**src/rtl/cond_merge4_sync_if.sv**
```systemverilog
// -----------------------------------------------------------------------------
// cond_merge4_sync_if
//
// Purpose:
//   Bundles the branch-side and downstream-side drive/free signals of the
//   4-to-1 merge. Clock and reset are not part of this bundle.
//
// Signals (names as seen from the merge block):
//   i_drive0..3  : single-cycle request pulse from branch n
//   i_data0..3   : payload of branch n, sampled with its drive pulse
//   o_free0..3   : single-cycle completion pulse back to branch n
//   o_driveNext  : single-cycle request pulse to downstream
//   o_dataNext   : merged payload, held until the next grant
//   o_sel        : index of the branch owning the current/last transfer
//   i_freeNext   : single-cycle completion pulse from downstream
//   o_err        : sticky protocol-error flag
//
// Modports:
//   slave  : used by the merge block itself
//   master : used by whatever drives the branches and the downstream side
// -----------------------------------------------------------------------------
interface cond_merge4_sync_if #(
   parameter int DATA_WIDTH = 32
);
   logic                  i_drive0;
   logic                  i_drive1;
   logic                  i_drive2;
   logic                  i_drive3;
   logic [DATA_WIDTH-1:0] i_data0;
   logic [DATA_WIDTH-1:0] i_data1;
   logic [DATA_WIDTH-1:0] i_data2;
   logic [DATA_WIDTH-1:0] i_data3;
   logic                  o_free0;
   logic                  o_free1;
   logic                  o_free2;
   logic                  o_free3;
   logic                  o_driveNext;
   logic [DATA_WIDTH-1:0] o_dataNext;
   logic [1:0]            o_sel;
   logic                  i_freeNext;
   logic                  o_err;

   modport slave (
      input  i_drive0, i_drive1, i_drive2, i_drive3,
      input  i_data0, i_data1, i_data2, i_data3,
      input  i_freeNext,
      output o_free0, o_free1, o_free2, o_free3,
      output o_driveNext, o_dataNext, o_sel, o_err
   );

   modport master (
      output i_drive0, i_drive1, i_drive2, i_drive3,
      output i_data0, i_data1, i_data2, i_data3,
      output i_freeNext,
      input  o_free0, o_free1, o_free2, o_free3,
      input  o_driveNext, o_dataNext, o_sel, o_err
   );
endinterface

```
**src/rtl/cond_merge4_sync.sv**
```systemverilog
// -----------------------------------------------------------------------------
// cond_merge4_sync
//
// Purpose:
//   Reconvergence point after a 4-way conditional fork using the drive/free
//   pulse protocol. Each branch's drive pulse is captured together with its
//   payload into a per-branch pending slot. Pending slots are arbitrated
//   round-robin and forwarded downstream one transfer at a time. The
//   downstream free pulse is routed back to the granted branch only.
//
// Ports:
//   i_clk  : clock, all state changes on the rising edge
//   i_rst  : asynchronous, active-high reset
//   bus    : cond_merge4_sync_if.slave bundle (branch drives/data/frees,
//            downstream driveNext/dataNext/freeNext, o_sel, o_err)
//
// Notes:
//   - Every output is a flop; nothing combinational reaches an output.
//   - A grant is decided from the registered pending flags, so a request
//     captured on edge t is grantable on edge t+1 at the earliest.
//   - A granted slot stays pending until downstream frees it; a second drive
//     on that branch during that time is an overrun unless it coincides with
//     the release edge (back-to-back accept).
// -----------------------------------------------------------------------------
module cond_merge4_sync #(
   parameter int DATA_WIDTH = 32
) (
   input  logic               i_clk,
   input  logic               i_rst,
   cond_merge4_sync_if.slave  bus
);

   // --------------------------------------------------------------------------
   // FSM encoding
   // --------------------------------------------------------------------------
   typedef enum logic {
      ST_IDLE = 1'b0,
      ST_BUSY = 1'b1
   } state_t;

   state_t r_state;
   state_t w_state_next;

   // --------------------------------------------------------------------------
   // Input gathering: flatten the per-branch scalar ports into arrays so the
   // per-branch logic can be generated.
   // --------------------------------------------------------------------------
   logic [3:0]            w_drive;
   logic [DATA_WIDTH-1:0] w_data [4];

   assign w_drive   = {bus.i_drive3, bus.i_drive2, bus.i_drive1, bus.i_drive0};
   assign w_data[0] = bus.i_data0;
   assign w_data[1] = bus.i_data1;
   assign w_data[2] = bus.i_data2;
   assign w_data[3] = bus.i_data3;

   // --------------------------------------------------------------------------
   // State
   // --------------------------------------------------------------------------
   logic                  r_pend [4];
   logic [DATA_WIDTH-1:0] r_dreg [4];
   logic [1:0]            r_rr_ptr;

   // Registered outputs
   logic                  r_drive_next;
   logic [3:0]            r_free;
   logic [DATA_WIDTH-1:0] r_data_next;
   logic [1:0]            r_sel;
   logic                  r_err;

   // --------------------------------------------------------------------------
   // Combinational helpers
   // --------------------------------------------------------------------------
   logic [3:0]            w_pend_vec;
   logic                  w_release;      // downstream frees the current owner
   logic [3:0]            w_rel_hit;      // release targets branch n
   logic [3:0]            w_overrun;      // drive on an occupied slot
   logic                  w_spurious;     // freeNext with nothing in flight
   logic [1:0]            w_grant_idx;

   // Next values of the registered outputs
   logic                  w_out_drive;
   logic [3:0]            w_out_free;
   logic [DATA_WIDTH-1:0] w_out_data;
   logic [1:0]            w_out_sel;
   logic                  w_out_err;

   assign w_release  = (r_state == ST_BUSY) && bus.i_freeNext;
   assign w_spurious = (r_state == ST_IDLE) && bus.i_freeNext;

   // --------------------------------------------------------------------------
   // Per-branch capture slots
   // --------------------------------------------------------------------------
   for (genvar gi = 0; gi < 4; gi++) begin : g_branch
      assign w_pend_vec[gi] = r_pend[gi];
      assign w_rel_hit[gi]  = w_release && (r_sel == 2'(gi));
      // A drive coinciding with the release of its own slot is accepted;
      // otherwise a drive onto a pending slot is dropped and flagged.
      assign w_overrun[gi]  = w_drive[gi] && r_pend[gi] && !w_rel_hit[gi];

      always_ff @(posedge i_clk or posedge i_rst) begin
         if (i_rst) begin
            r_pend[gi] <= 1'b0;
            r_dreg[gi] <= '0;
         end else if (w_drive[gi] && !w_overrun[gi]) begin
            r_pend[gi] <= 1'b1;
            r_dreg[gi] <= w_data[gi];
         end else if (w_rel_hit[gi]) begin
            r_pend[gi] <= 1'b0;
         end
      end
   end

   // --------------------------------------------------------------------------
   // Round-robin pick: first pending slot starting at r_rr_ptr. The loop
   // walks the search order backwards so the earliest hit is written last.
   // --------------------------------------------------------------------------
   always_comb begin
      w_grant_idx = r_rr_ptr;
      for (int k = 3; k >= 0; k--) begin
         if (w_pend_vec[r_rr_ptr + 2'(k)]) begin
            w_grant_idx = r_rr_ptr + 2'(k);
         end
      end
   end

   // --------------------------------------------------------------------------
   // FSM process 1: state register
   // --------------------------------------------------------------------------
   always_ff @(posedge i_clk or posedge i_rst) begin
      if (i_rst) begin
         r_state <= ST_IDLE;
      end else begin
         r_state <= w_state_next;
      end
   end

   // --------------------------------------------------------------------------
   // FSM process 2: next-state logic
   // --------------------------------------------------------------------------
   always_comb begin
      w_state_next = r_state;
      case (r_state)
         ST_IDLE: begin
            if (|w_pend_vec) begin
               w_state_next = ST_BUSY;
            end
         end
         ST_BUSY: begin
            if (bus.i_freeNext) begin
               w_state_next = ST_IDLE;
            end
         end
         default: w_state_next = ST_IDLE;
      endcase
   end

   // --------------------------------------------------------------------------
   // FSM process 3: output logic (next values for the output flops)
   // --------------------------------------------------------------------------
   always_comb begin
      w_out_drive = 1'b0;
      w_out_free  = 4'b0000;
      w_out_data  = r_data_next;
      w_out_sel   = r_sel;
      w_out_err   = r_err || (|w_overrun) || w_spurious;
      case (r_state)
         ST_IDLE: begin
            if (|w_pend_vec) begin
               w_out_drive = 1'b1;
               w_out_sel   = w_grant_idx;
               w_out_data  = r_dreg[w_grant_idx];
            end
         end
         ST_BUSY: begin
            if (bus.i_freeNext) begin
               w_out_free[r_sel] = 1'b1;
            end
         end
         default: begin
            w_out_drive = 1'b0;
         end
      endcase
   end

   // --------------------------------------------------------------------------
   // Output flops and round-robin pointer
   // --------------------------------------------------------------------------
   always_ff @(posedge i_clk or posedge i_rst) begin
      if (i_rst) begin
         r_drive_next <= 1'b0;
         r_free       <= 4'b0000;
         r_data_next  <= '0;
         r_sel        <= 2'd0;
         r_err        <= 1'b0;
         r_rr_ptr     <= 2'd0;
      end else begin
         r_drive_next <= w_out_drive;
         r_free       <= w_out_free;
         r_data_next  <= w_out_data;
         r_sel        <= w_out_sel;
         r_err        <= w_out_err;
         // The branch just served drops to lowest priority (2-bit wrap).
         if (w_release) begin
            r_rr_ptr <= r_sel + 2'd1;
         end
      end
   end

   // --------------------------------------------------------------------------
   // Output mapping
   // --------------------------------------------------------------------------
   assign bus.o_driveNext = r_drive_next;
   assign bus.o_dataNext  = r_data_next;
   assign bus.o_sel       = r_sel;
   assign bus.o_err       = r_err;
   assign bus.o_free0     = r_free[0];
   assign bus.o_free1     = r_free[1];
   assign bus.o_free2     = r_free[2];
   assign bus.o_free3     = r_free[3];

endmodule

```
**src/flat_wrapper.sv**
```systemverilog
// flat-port wrapper written by rule: the top's interface ports become plain ports
module cond_merge4_sync_flat 
#(
   parameter int DATA_WIDTH = 32
)
  (i_clk, i_rst, bus_i_drive0, bus_i_drive1, bus_i_drive2, bus_i_drive3, bus_i_data0, bus_i_data1, bus_i_data2, bus_i_data3, bus_i_freeNext, bus_o_free0, bus_o_free1, bus_o_free2, bus_o_free3, bus_o_driveNext, bus_o_dataNext, bus_o_sel, bus_o_err);
  cond_merge4_sync_if #(.DATA_WIDTH(DATA_WIDTH)) bus_i ();
  input  logic i_clk;
  input  logic i_rst;
  input wire logic [$bits(bus_i.i_drive0)-1:0] bus_i_drive0;
  input wire logic [$bits(bus_i.i_drive1)-1:0] bus_i_drive1;
  input wire logic [$bits(bus_i.i_drive2)-1:0] bus_i_drive2;
  input wire logic [$bits(bus_i.i_drive3)-1:0] bus_i_drive3;
  input wire logic [$bits(bus_i.i_data0)-1:0] bus_i_data0;
  input wire logic [$bits(bus_i.i_data1)-1:0] bus_i_data1;
  input wire logic [$bits(bus_i.i_data2)-1:0] bus_i_data2;
  input wire logic [$bits(bus_i.i_data3)-1:0] bus_i_data3;
  input wire logic [$bits(bus_i.i_freeNext)-1:0] bus_i_freeNext;
  output wire logic [$bits(bus_i.o_free0)-1:0] bus_o_free0;
  output wire logic [$bits(bus_i.o_free1)-1:0] bus_o_free1;
  output wire logic [$bits(bus_i.o_free2)-1:0] bus_o_free2;
  output wire logic [$bits(bus_i.o_free3)-1:0] bus_o_free3;
  output wire logic [$bits(bus_i.o_driveNext)-1:0] bus_o_driveNext;
  output wire logic [$bits(bus_i.o_dataNext)-1:0] bus_o_dataNext;
  output wire logic [$bits(bus_i.o_sel)-1:0] bus_o_sel;
  output wire logic [$bits(bus_i.o_err)-1:0] bus_o_err;
  assign bus_i.i_drive0 = bus_i_drive0;
  assign bus_i.i_drive1 = bus_i_drive1;
  assign bus_i.i_drive2 = bus_i_drive2;
  assign bus_i.i_drive3 = bus_i_drive3;
  assign bus_i.i_data0 = bus_i_data0;
  assign bus_i.i_data1 = bus_i_data1;
  assign bus_i.i_data2 = bus_i_data2;
  assign bus_i.i_data3 = bus_i_data3;
  assign bus_i.i_freeNext = bus_i_freeNext;
  assign bus_o_free0 = bus_i.o_free0;
  assign bus_o_free1 = bus_i.o_free1;
  assign bus_o_free2 = bus_i.o_free2;
  assign bus_o_free3 = bus_i.o_free3;
  assign bus_o_driveNext = bus_i.o_driveNext;
  assign bus_o_dataNext = bus_i.o_dataNext;
  assign bus_o_sel = bus_i.o_sel;
  assign bus_o_err = bus_i.o_err;
  cond_merge4_sync #(.DATA_WIDTH(DATA_WIDTH)) u_core (.i_clk(i_clk), .i_rst(i_rst), .bus(bus_i));
endmodule
```
**config.mk**
```make
export PLATFORM = sky130hd
export DESIGN_NAME = cond_merge4_sync_flat
export DESIGN_NICKNAME = d
export VERILOG_FILES = /design/src/rtl/cond_merge4_sync_if.sv /design/src/rtl/cond_merge4_sync.sv /design/src/flat_wrapper.sv
export SDC_FILE = /design/constraint.sdc
export NUM_CORES = 1
export LEC_CHECK = 0
export BUFFER_PORTS_ARGS = -buffer_cell sky130_fd_sc_hd__buf_2
export CORE_ASPECT_RATIO = 0.75
export CORE_MARGIN = 2
export CORE_UTILIZATION = 31
export DETAILED_ROUTE_END_ITERATION = 16
export GPL_ROUTABILITY_DRIVEN = 0
export HOLD_SLACK_MARGIN = 0.06
export SLEW_MARGIN = 0
export SYNTH_ARGS = -nofsm -noshare
export SYNTH_HDL_FRONTEND = slang
export SYNTH_SLANG_ARGS = --single-unit
```
**constraint.sdc**
```tcl
create_clock -name i_clk -period 8.05 [get_ports i_clk]
set_input_delay 1.61 -clock i_clk [delete_from_list [all_inputs] [get_ports i_clk]]
set_output_delay 1.61 -clock i_clk [all_outputs]
set_load 0.02 [all_outputs]
```
Yosys cells after proc, flatten, opt, wreduce, memory -nomap -nowiden
Cells that the tools add are included.
Widths: inputs -> output; s select.

storage, ports and cells
  output and inout port bits = 40
  ROM bits = 0
  bits in latches = 0
  register bits after elaboration = 175
  word-level logic and storage cells = 99
  memory bits (writable) = 0
  input port bits = 135
  memories kept = 0

cells by class
  multipliers = 0
  mux-type cells = 31
  div/mod/pow operators = 0
  shift-type cells = 0
  magnitude comparators = 7
  eq/ne operators = 3
  bitwise gates (word level) = 2
  $add $sub $neg = 4
  reduce and logical (&&, ||, !) cells = 37

operators with widths
  cell                 count
  $bmux 32 s2          1
  $mux 32              2
  $logic_and 1x1->1    19
  $mux 1               16
  $lt 2x3->1 const B   5
  $bmux 1 s2           4
  $logic_not 1->1      8
  $mux 2               4
  $mux 4               2
  $reduce_bool 2->1    4
  $reduce_or 4->1      2
  $add 2x1->2 const B  2
  $add 2x2->2 const B  2
  $eq 2x2->1 const B   2
  $ge 3x3->1 const B   1
  $not 2->3            1
  $demux 1 s2          1
  $eq 2x1->1 const B   1
  $ge 2x1->1 const B   1
  $logic_not 2->1      1
  $logic_or 1x1->1     2
  $pmux 1 s2           1
  $reduce_and 2->1     1
  $not 1->1            1

Depth between registers and ports, before layout
  word-level depth = 11
  mapped depth = 9
  depth with buffers taken out = 6

Worst setup path after synthesis
No wires, ideal clock.

  path kind = input-to-reg
  start point = input bus_i_freeNext
  end point = register u_core.r_dreg[121] in the netlist's numbering
  path buffers = 3
  arrival time = 2.846 ns
  required time = 7.925 ns
  slack = 5.080 ns
  setup time = 0.125 ns
  stages = 8
  cells stage by stage = and2_1 > buf_2 > nand2_1 > nand2_1 > and2_1 > clkbuf_1 > buf_2 > mux2_2

on the way
  longest elaborated chain between the ends = 6

ends and longest elaborated chain
  what                             line                     RTL
  from (decl)                      flat_wrapper.sv:18       input wire logic [$bits(bus_i.i_freeNext)-1:0] bus_i_freeNext;
  $logic_and 1x1->1                cond_merge4_sync.sv:88   assign w_release = (r_state == ST_BUSY) && bus.i_freeNext;
  $logic_and 1x1->1                cond_merge4_sync.sv:96   assign w_rel_hit[gi] = w_release && (r_sel == 2'(gi));
  $logic_not 1->1                  cond_merge4_sync.sv:99   assign w_overrun[gi] = w_drive[gi] && r_pend[gi] && !w_rel_hit[gi];
  $logic_and 1x1->1                cond_merge4_sync.sv:99
  $logic_not 1->1                  cond_merge4_sync.sv:105  end else if (w_drive[gi] && !w_overrun[gi]) begin
  $logic_and 1x1->1                cond_merge4_sync.sv:105
  to (signal, indexed assignment)  cond_merge4_sync.sv:107  r_dreg[gi] <= w_data[gi];
  to (decl)                        cond_merge4_sync.sv:61   logic [DATA_WIDTH-1:0] r_dreg [4];

Every way passes these cells.
A chain may end at the register's enable or synchronous reset.

Final worst setup path
  start point = register u_core.r_pend[2] in the netlist's numbering
  end point = register u_core.r_data_next[7] (netlist: u_core.bus.o_dataNext[7])

on the way
  longest elaborated chain between the ends = 10
  elaborated cells between the ends (all ways) = 18
  those cells by class = mux: 15; bitwise: 1; reduce/logical: 2

ends and longest elaborated chain
  what                                         line                     RTL
  from (decl)                                  cond_merge4_sync.sv:60   logic r_pend [4];
  from (signal, indexed assignment)            cond_merge4_sync.sv:103  r_pend[gi] <= 1'b0;
  from (signal, indexed assignment)            cond_merge4_sync.sv:106  r_pend[gi] <= 1'b1;
  from (signal, indexed assignment)            cond_merge4_sync.sv:109  r_pend[gi] <= 1'b0;
  $bmux 1 s2                                   cond_merge4_sync.sv:121  if (w_pend_vec[r_rr_ptr + 2'(k)]) begin
  $mux 1 (implied by the code)                 cond_merge4_sync.sv:121
  $mux 2 (4 in series)                         cond_merge4_sync.sv:121
  $not 2->3 (implied by the code)              cond_merge4_sync.sv:172  w_out_data = r_dreg[w_grant_idx];
  $bmux 32 s2                                  cond_merge4_sync.sv:172
  $mux 32 (implied by the code) (2 in series)  cond_merge4_sync.sv:172
  to (signal assigned)                         cond_merge4_sync.sv:200  r_data_next <= w_out_data;
  to (decl)                                    cond_merge4_sync.sv:67   logic [DATA_WIDTH-1:0] r_data_next;

Several ways; a longest one is shown, not always the timed one. The select of a mux whose other input is x is not followed.

==> results_dict.tcl <==
set metrics [dict create \
    cts-buffers-inserted 17 \
    timing.hold.ws_ps 487 \
    clk_latency_ps 440 \
    fp.dieH_um 143 \
    crit_required_ps 8350 \
    p_seq_share_pct 40.1 \
    yosys-top-cells-area "dfrtp_1 (55%), mux2_2 (17%), a211oi_2 (4.5%), mux2i_1 (4.0%), o211a_1 (4.0%)" \
    via_per_inst 4.78 \
    stdcell_area_sq_um 9750 \
    slew_viol_final 0 \
    dp_hpwl_mm 13.4 \
    grt_use_total_pct 16.2 \
    fp.coreArea_sq_um 25100 \
    power_frac_clock_pct 22.4 \
    synth-xor-area-share_pct 0 \
    routed_wl_mm 21.2 \
    die_area_sq_um 27100 \
    ys_seq_elements 175 \
    cts-resized-gates 0 \
    hold_violations 0 \
    fin_setup_tns_ps 0 \
    grt_pass1_wl_mm 32.7 \
    grt_pass1_vias 5477 \
    clock_path_buffers 2 \
    ys_warn_count 0 \
    grt_max_degree 121 \
    power_density_nw_per_um2 392 \
    drt_iter0_drc 240 \
    arrival_ps 3530 \
    drive_gt1_share_pct 49.3 \
    path_max_fanout 38 \
    endpoint_kind "flop" \
    dpl_cell_area_sq_um 9150 \
    synth.largest_area_cell "dfrtp_1" \
    port-buffer-count 174 \
    yosys.area.top_type_share_pct 54.7 \
    finalPower_mw 3.82 \
    fin_ws_ps 4820 \
    nets 894 \
    synthAdderAreaFrac_pct 0.625 \
    rows 50 \
    die_w_um 190 \
    drt-pass1-iter-count 5 \
    synth-simple-area-share_pct 3.94 \
    async_reset_ff_share_pct 100 \
    ir_worst_vdd_mv 0.166 \
    drc 0 \
    grt-ovfl-total 0 \
    routedWlPerCell_um 19.1 \
    clk_pin_slew_worst_paths_ps 70 \
    cts-root-buf "clkbuf_16" \
    synth_area_sq_um 8000 \
    ctsHtreeMaxLevel 4 \
    rsz0062_at_grt "no" \
    syn2layout_area_growth_pct 21.8 \
    p_leak_nw 4.65 \
    cts_tree "built" \
    finalCritPeriodShare_pct 40.1 \
    synthCells 604 \
    antenna_found_initial 3 \
    clock_sinks 175 \
    synth-edff-count 0 \
    fmaxAchievable_mhz 310 \
    io_pins 175 \
    worstSetupPathType "flop to flop" \
    pwr-share-comb_pct 37.5 \
    status "completed" \
    tightest_slew_ps 1030 \
    post_cts_buffers 0 \
    yosysSeqAreaShare_pct 54.7 \
    ys_types 35 \
    period_needed_ps 3230 \
    startpoint_type "flop" \
    fin_skew_ps 11.0 \
    setup_viol 0 \
    hp-class "flop to flop" \
    vias 5306 \
    final_cell_mix "buf_2 (174), dfrtp_1 (174), mux2_2 (122)" \
    synth_flop_cell "dfrtp_1" \
    syn-num-nets 743 \
    power.switching_mw 1.38 \
    synth_top_family_by_area "multiplexers" \
    place_ws_ps 4400 \
    switching_share_pct 36.2 \
    syn_avg_cell_area_sq_um 13.3 \
    slew_headroom_pct 31.2 \
    ant_nets 0 \
    drv_cap 0 \
    intPower_mw 2.44 \
    initial_core_util_pct 31.8 \
    postCtsHoldBufs 0 \
    synth-compound-area-share_pct 13.5 \
    synthMuxAreaShare_pct 22.2 \
]
==> cells in the mapped netlist (5+ instances only) <==
| master | number |
|---|---|
| a211oi_2 | 29 |
| a21oi_1 | 5 |
| and2_1 | 5 |
| buf_2 | 19 |
| buf_6 | 5 |
| clkbuf_1 | 19 |
| dfrtp_1 | 175 |
| inv_1 | 38 |
| mux2_1 | 7 |
| mux2_2 | 122 |
| mux2i_1 | 32 |
| nand2_1 | 9 |
| nand2b_1 | 6 |
| nor2_1 | 33 |
| o2111ai_1 | 31 |
| o211a_1 | 32 |
==> cells by family (layout without fill, tap and decap cells) <==
group                      Yosys count  in the layout
DFF                                175            175
muxes                              161            161
AOI/OAI and AO/OA                  109            109
buffers and inverters               88            252
and+or+nand+nor                     67             67
adders and majority gates            4              4
other                                0              3
==> power by group through the flow <==
stage                     clock network [mW]  logic, mW  registers [mW]
after floorplan                            0      0.996            1.60
after global placement                     0       1.43            1.54
after detailed placement                   0       1.45            1.55
after CTS                              0.885       1.46            1.53
after global routing                   0.922       1.57            1.59
final                                  0.854       1.43            1.53
==> final timing paths <==
check | start | to | slack, ps | cells past startpoint
hold / removal | u_core.r_dreg[97] | u_core.r_dreg[97] | 490 | 1
setup / recovery | u_core.r_pend[2] | u_core.bus.o_dataNext[7] | 4820 | 7
setup reg to reg | u_core.r_pend[2] | u_core.bus.o_dataNext[7] | 4820 | 7
min in group asynchronous | i_rst | u_core.r_dreg[1] | 1360 | 2
max in group asynchronous | i_rst | u_core.r_dreg[92] | 5370 | 3
hold reg to reg | u_core.r_dreg[97] | u_core.r_dreg[97] | 490 | 1
==> state kept, by name (all words and copies together), names as in the netlist <==
name	flops
u_core.r_free	4
u_core.bus.o_err	1
u_core.r_rr_ptr	2
u_core.bus.o_dataNext	32
u_core.r_pend	4
u_core.bus.o_driveNext	1
u_core.r_dreg	128
u_core.bus.o_sel	2
u_core.r_state	1
==> metrics by stage <==
stage	cells	util, %
3_3_place_gp	1074	36.4
6_report	1109	38.8
3_5_place_dp	1074	36.4
2_1_floorplan	604	-
5_1_grt	1106	38.7
4_1_cts	1106	38.7
==> cell type report <==
cell class | instances | area, sq um
fillers | 2464 | 15400
flip-flops and latches | 175 | 4380
multi-input cells | 341 | 3260
repair buffers | 181 | 923
clock buffers | 17 | 425
well taps | 338 | 423
clock inverters | 15 | 174
inverters | 39 | 154
diodes | 3 | 7.51
==> per-layer routing <==
layer	up-vias	GRT usage, %	share of wire (%)
met2	137	23.7	43
met1	2655	23.3	50
li1	2496	-	-
met4	2	3.92	0.91
met5	-	0	0.033
met3	16	4.94	6.3
==> worst max-delay path, stage by stage, from the launching register on <==
cell,delay (ps)
dfrtp_2,340
buf_4,430
nor4_2,90
or2_2,360
inv_2,580
and3_2,850
o211a_1,370
a211oi_2,60
No activity file was read; power rests on OpenSTA's default activity.
